**src/rtl/uart_rx_sampler.sv**
```systemverilog
// Oversampling 8N1 UART receiver with sticky received/framing/overrun flags.
// Define UART_RX_PARITY_EN to receive 8E1 frames and expose parity_err.
module uart_rx_sampler #(
    parameter int CLK_FREQ   = 50000000,
    parameter int BAUD_RATE  = 115200,
    parameter int OVERSAMPLE = 16
) (
    input  logic       clk,
    input  logic       rst_n,
    input  logic       rx,
    input  logic       rx_flag_clr,
    output logic [7:0] rx_data,
    output logic       rx_flag,
    output logic       frame_err,
    output logic       overrun
`ifdef UART_RX_PARITY_EN
    ,
    output logic       parity_err
`endif
);

    localparam int DIV_RAW = CLK_FREQ / (BAUD_RATE * OVERSAMPLE);
    localparam int DIV     = (DIV_RAW < 1) ? 1 : DIV_RAW;
    localparam int DIV_W   = (DIV > 1) ? $clog2(DIV) : 1;
    localparam int TICK_W  = $clog2(OVERSAMPLE);

    localparam logic [DIV_W-1:0]  DIV_LAST = DIV_W'(DIV - 1);
    localparam logic [TICK_W-1:0] MID_LAST = TICK_W'(OVERSAMPLE / 2 - 1);
    localparam logic [TICK_W-1:0] BIT_LAST = TICK_W'(OVERSAMPLE - 1);

    typedef enum logic [2:0] {
        IDLE,
        START,
        DATA,
        PARITY,
        STOP,
        BREAK_WAIT
    } state_t;

    state_t              state;
    logic                rx_meta;
    logic                rx_s;
    logic                rx_prev;
    logic [DIV_W-1:0]    div_cnt;
    logic [TICK_W-1:0]   tick_cnt;
    logic [2:0]          bit_idx;
    logic [7:0]          shreg;
    logic                tick;
`ifdef UART_RX_PARITY_EN
    logic                par_bit;
`endif

    // Synchroniser presets to the idle level so reset release never fakes a start edge.
    always_ff @(posedge clk or negedge rst_n) begin
        if (!rst_n) begin
            rx_meta <= 1'b1;
            rx_s    <= 1'b1;
            rx_prev <= 1'b1;
        end else begin
            rx_meta <= rx;
            rx_s    <= rx_meta;
            rx_prev <= rx_s;
        end
    end

    // Baud-tick divider is held at zero while idle so the first tick aligns to the start edge.
    always_ff @(posedge clk or negedge rst_n) begin
        if (!rst_n) begin
            div_cnt <= '0;
        end else if (state == IDLE || div_cnt == DIV_LAST) begin
            div_cnt <= '0;
        end else begin
            div_cnt <= div_cnt + 1'b1;
        end
    end

    assign tick = (state != IDLE) && (div_cnt == DIV_LAST);

    always_ff @(posedge clk or negedge rst_n) begin
        if (!rst_n) begin
            state     <= IDLE;
            tick_cnt  <= '0;
            bit_idx   <= '0;
            shreg     <= '0;
            rx_data   <= '0;
            rx_flag   <= 1'b0;
            frame_err <= 1'b0;
            overrun   <= 1'b0;
`ifdef UART_RX_PARITY_EN
            par_bit    <= 1'b0;
            parity_err <= 1'b0;
`endif
        end else begin
            // Clear first; a completing frame below overrides it in the same cycle.
            if (rx_flag_clr) begin
                rx_flag   <= 1'b0;
                frame_err <= 1'b0;
                overrun   <= 1'b0;
`ifdef UART_RX_PARITY_EN
                parity_err <= 1'b0;
`endif
            end

            case (state)
                IDLE: begin
                    if (rx_prev && !rx_s) begin
                        state    <= START;
                        tick_cnt <= '0;
                    end
                end

                START: begin
                    if (tick) begin
                        if (tick_cnt == MID_LAST) begin
                            tick_cnt <= '0;
                            bit_idx  <= '0;
                            state    <= rx_s ? IDLE : DATA;
                        end else begin
                            tick_cnt <= tick_cnt + 1'b1;
                        end
                    end
                end

                DATA: begin
                    if (tick) begin
                        if (tick_cnt == BIT_LAST) begin
                            tick_cnt <= '0;
                            shreg    <= {rx_s, shreg[7:1]};
                            bit_idx  <= bit_idx + 3'd1;
                            if (bit_idx == 3'd7) begin
`ifdef UART_RX_PARITY_EN
                                state <= PARITY;
`else
                                state <= STOP;
`endif
                            end
                        end else begin
                            tick_cnt <= tick_cnt + 1'b1;
                        end
                    end
                end

`ifdef UART_RX_PARITY_EN
                PARITY: begin
                    if (tick) begin
                        if (tick_cnt == BIT_LAST) begin
                            tick_cnt <= '0;
                            par_bit  <= rx_s;
                            state    <= STOP;
                        end else begin
                            tick_cnt <= tick_cnt + 1'b1;
                        end
                    end
                end
`endif

                STOP: begin
                    if (tick) begin
                        if (tick_cnt == BIT_LAST) begin
                            tick_cnt <= '0;
                            if (rx_s) begin
                                rx_data   <= shreg;
                                rx_flag   <= 1'b1;
                                frame_err <= 1'b0;
                                if (rx_flag) begin
                                    overrun <= 1'b1;
                                end
`ifdef UART_RX_PARITY_EN
                                parity_err <= (^shreg) ^ par_bit;
`endif
                                state <= IDLE;
                            end else begin
                                frame_err <= 1'b1;
                                state     <= BREAK_WAIT;
                            end
                        end else begin
                            tick_cnt <= tick_cnt + 1'b1;
                        end
                    end
                end

                BREAK_WAIT: begin
                    if (rx_s) begin
                        state <= IDLE;
                    end
                end

                default: state <= IDLE;
            endcase
        end
    end

endmodule

```
**config.mk**
```make
export PLATFORM = sky130hd
export DESIGN_NAME = uart_rx_sampler
export DESIGN_NICKNAME = d
export VERILOG_FILES = /design/src/rtl/uart_rx_sampler.sv
export SDC_FILE = /design/constraint.sdc
export NUM_CORES = 1
export LEC_CHECK = 0
export ABC_AREA = 1
export ABC_CLOCK_PERIOD_IN_PS = 3200
export CAP_MARGIN = 5
export CORE_MARGIN = 2
export CORE_UTILIZATION = 35
export DETAILED_ROUTE_END_ITERATION = 7
export HOLD_SLACK_MARGIN = 0.02
export PLACE_DENSITY = 0.5
export SKIP_LAST_GASP = 1
export SLEW_MARGIN = 30
export SYNTH_ARGS = -nofsm -noshare
export SYNTH_HDL_FRONTEND = slang
export SYNTH_SLANG_ARGS = --single-unit
```
**constraint.sdc**
```tcl
create_clock -name clk -period 3.2 [get_ports clk]
set_clock_uncertainty 0.2 [all_clocks]
set_input_delay 0.64 -clock clk [delete_from_list [all_inputs] [get_ports clk]]
set_output_delay 0.64 -clock clk [all_outputs]
set_load 0.02 [all_outputs]
```
# == After elaboration in Yosys (flattened, before gate mapping) ==
# Index checks and enable logic that the tools add are counted.
# totals
elab_cells,87
ff_bits,37
# classes
n_reduce_logical,14
mux,40
n_eq_ne,18
n_addsub,3
# ops
operator,count
$mux 3,14
$mux 4,5
$mux 1,16
$ne 2x2->1 const B,8
$pmux 3 s5,1
$pmux 4 s3,1
$eq 3x3->1 const B,3
$reduce_and 9->1,1
$reduce_and 4->1,2
$pmux 3 s2,1
$reduce_bool 3->1,2
$add 5x1->5 const B,1
$eq 5x5->1 const B,1
$mux 5,1
$reduce_and 5->1,1
$add 4x1->4 const B,1
$eq 4x3->1 const B,1
$eq 4x4->1 const B,1
$ne 2x1->1 const B,2
$add 3x1->3 const B,1
$eq 3x1->1 const B,1
$eq 3x2->1 const B,1
$logic_not 3->1,1
$reduce_and 3->1,1
6 further kinds,7

# == Depth between registers and ports, before layout ==
# logic_depth
depth_word,6
ltp_mapped,10
depth_no_buf,10

# == Worst setup path after synthesis ==
# Ideal clock, no wire load.
# synth_path
path_type,reg-to-reg
from,register div_cnt[0]
to,register rx_data[0]
stages_incl_launch_ff,11
slack_ns,1.466
t_required_ns,2.883
n_path_buf,1
synth_period_minus_slack_ns,1.734
arrival_ns,1.417
cell_sequence,dfrtp_1 inv_1 ha_1 nand2_1 nor2_2 inv_1 nor3_4 nand2_4 buf_6 nand2_1 nand2_1
# synth_via
elab_chain_cells,3
# synth_lines
element,line_no,source
start: declaration,44,logic [DIV_W-1:0] div_cnt;
start signal: assignment,73,div_cnt <= div_cnt + 1'b1;
$eq 5x5->1,77,assign tick = (state != IDLE) && (div_cnt == DIV_LAST);
$logic_and 1x1->1,77,
$reduce_and 4->1 (no source line),-,
end signal: assignment,162,rx_data <= shreg;
end: declaration,12,"output logic [7:0] rx_data,"
# No other way between the ends.
# A chain may end at the register's enable or synchronous reset.

# == Worst setup path in the final report ==
# layout_path
from,register rx_flag
to,output rx_flag
# layout_rtl
element,line_no,source
start: declaration,13,"output logic rx_flag,"
start signal: assignment,86,rx_flag <= 1'b0;
start signal: assignment,96,rx_flag <= 1'b0;
start signal: assignment,163,rx_flag <= 1'b1;
# No word-level cell between the ends.

==> results.ini <==
[floorplan]
start_util_pct=35.7
die_w_um=75.5
die_area_mm2=0.00570
die_y_um=75.5
coreArea_mm2=0.00501
rows=26
io_pins=15

[drt]
drt_first_pass_iters=4
vias=1267
drt_iter0_drc=26
route.detailed.drc=0
viasPerCell=4.38
drt_wl_total_mm=3.25
ant_nets=0
wl_per_cell_um=11.2

[timing]
maxSlewHeadroom_pct=68.9
rsz0062_at_grt=no
hold_viol_final=0
setup_tns_ns=0
worstMarginPinSlew_ns=0.466
fin_crit_ns=2.12
final_max_slew_viol_count=0
holdWs_ns=0.0195
fin_crit_sh_pct=66.2
fmax_mhz=472
setup_viol_count_final=0

[critical_path]
path_depth=1
critPathSlowestCell=clkdlybuf4s50_1
crit_required_ns=2.36
r2r_cells=5
cp-end-kind=output pin
crit_buf_inv=1
critPathLaunchType=flip-flop
crit_chain=clkdlybuf4s50_1
regToRegStartpoint=tick_cnt[0]$_DFFE_PN0P_
arrival_ns=1.28
critical_path_class=flip-flop to output pin
critical_path.max_stage_delay_ns=0.61
cp_top_family=buffers and inverters
r2r-end=shreg[7]$_DFFE_PN0P_
reg2reg_slack_ns=1.16
critPathMaxFanout=3

[global_routing]
use_met3_pct=3.44
busiest_layer=met2
grt_util_met1_pct=16.4
track_usage_pct=13.5
grt_antenna_before_repair=0
grt.met2_usage_pct=21.8
grt_pass1_wl_mm=5.60
grt_pass1_vias=1250
grt_max_degree=38
overflow=0

[clock_tree]
cts_inserted_buffers=5
cts_root_buf=clkbuf_8
clk_pin_slew_worst_paths_ns=0.08
cts.repair.resized=0
cts_tree=yes
post_cts_buffers=0
numClockSinks=37
clock_path_buffers=2
hold_buffers=0
worst_skew_pair.late_latency_ns=0.29
h-tree-depth=2

[flow_run]
max_cap_viol_count=0

[synthesis]
syn_inst=198
synthXorXnorAreaFrac_pct=1.96
syn-cell-area_mm2=0.00179
synth_top_area_share_pct=47.5
muxShareOfSynthArea_pct=0
yosys.area.top_type=dfrtp_1
yosys-top-cells-area=dfrtp_1 (48%), nand2_1 (13%), o21ai_2 (8.8%)
synth_top_family_by_area=simple AND/OR/NAND/NOR gates
ys.warnings.count=0
synth_simple_gate_area_share_pct=25.9
syn_avg_cell_area_um2=9.04
seq_area_frac_synth_pct=51.9
synth_fa_ha_area_share_pct=3.49
syn_nets=207
yosysUniqueCellTypes=22
ys_ff_latch=37
synth_compound_area_share_pct=11.0

[power_and_ir_drop]
clock_power_share_pct=29.2
powerDensity_mw_per_mm2=653
combinationalPowerShare_pct=28.9
switching_share_pct=36.3
p_sw_uw=504
ir_drop_uv=240
p_leak_nw=1.01
p_int_uw=883
power_frac_seq_pct=41.9

[status]
status=completed

[layout]
area.growth.synth_to_final_pct=18.5
drive_above_1_share_pct=19.2
n_antenna_cell=0
nNetsFinal=227

[min_path]
hold_path_class=input port to asynchronous set/reset pin

[placement]
hpwl_mm=2.31
place_congestion=0.735
io_buffers=14

kinds of logic after synthesis:
kind of cell / count (synthesis)
AND/OR/NAND/NOR: 103
flip-flops: 37
AO/OA/AOI/OAI: 26
buffers and inverters: 23
adder cells (fa/ha/maj): 5
XOR/XNOR: 4
power by group through the flow:
| stage | Clock [mW] | Sequential, mW | Combinational (mW) |
|---|---|---|---|
| 2_1_floorplan | 0 | 0.578 | 0.316 |
| 3_3_place_gp | 0 | 0.592 | 0.408 |
| 3_5_place_dp | 0 | 0.591 | 0.402 |
| 4_1_cts | 0.421 | 0.582 | 0.404 |
| 5_1_grt | 0.435 | 0.592 | 0.466 |
| 6_report | 0.406 | 0.581 | 0.400 |
how the worst max path moves through the flow:
stage                       startpoint                     end  slack, ns
3_3_place_gp   tick_cnt[0]$_DFFE_PN0P_    shreg[7]$_DFFE_PN0P_       1.17
5_1_grt        tick_cnt[0]$_DFFE_PN0P_    shreg[7]$_DFFE_PN0P_       0.93
2_1_floorplan     div_cnt[0]$_DFF_PN0_  rx_data[0]$_DFFE_PN0P_       1.47
4_1_cts              rx_flag$_DFF_PN0_                 rx_flag       1.06
3_5_place_dp   tick_cnt[0]$_DFFE_PN0P_    shreg[7]$_DFFE_PN0P_       1.16
6_report             rx_flag$_DFF_PN0_                 rx_flag       1.08
state kept, by name (all words and copies together), names as in the netlist:
signal / count
rx_s: 1
overrun: 1
rx_flag: 1
rx_data: 8
shreg: 8
rx_prev: 1
state: 3
bit_idx: 3
div_cnt: 5
tick_cnt: 4
rx_meta: 1
frame_err: 1
cells in the mapped netlist:
cell and n:
dfstp_2 3, buf_6 2, nand2_2 1, o21ai_0 6
or2_2 1, nand2_4 2, nand2_1 63, inv_1 19
nand3_1 15, ha_1 5, nor2_4 1, nor3_1 1
inv_2 2, nand3_2 2, dfrtp_1 34, xor2_1 2
o21ai_2 18, xnor2_1 2, nor3_4 1, a21oi_1 2
nor2_2 2, nor2_1 14
metal layers:
layer | part of all wire (%) | vias up
met5 | 0 | -
met4 | 2.1 | 0
met3 | 2.8 | 6
met2 | 47 | 15
met1 | 48 | 579
li1 | - | 667
placed cells by master (no fill, tap or decap):
cell type / count
clkbuf_1: 1
o21ai_2: 18
xnor2_1: 2
dfrtp_1: 34
nor2_1: 14
inv_1: 19
inv_2: 2
nand2_4: 2
xor2_1: 2
nand3_2: 2
buf_2: 1
nand3_1: 15
dfstp_2: 3
or2_2: 1
clkbuf_8: 5
bufinv_16: 1
a21oi_1: 2
nor3_1: 1
clkinv_4: 1
ha_1: 5
nor3_4: 1
nor2_4: 1
buf_12: 1
nand2_1: 63
nor2_2: 2
nand2_2: 1
clkdlybuf4s50_1: 13
o21ai_0: 6
cell type report:
cell class                 count  area (µm²)
fill                         534        2890
sequential                    37         930
multi-input combinational    138         759
timing repair buffer          15         155
tap                           70        87.6
inverter                      21        78.8
clock buffer                   6        72.6
clock inverter                 2        38.8
metrics by stage:
step	util, %	power, mW	worst slack, ns	std cells	area (µm²)
finish	42.4	1.39	1.08	289	2120
global placement	39.7	1.00	1.17	280	1990
global route	42.4	1.49	0.928	289	2120
detailed placement	39.7	0.994	1.16	280	1990
floorplan	-	0.894	1.47	198	1790
CTS	42.0	1.41	1.06	288	2100
(Power assumes the default switching activity.)
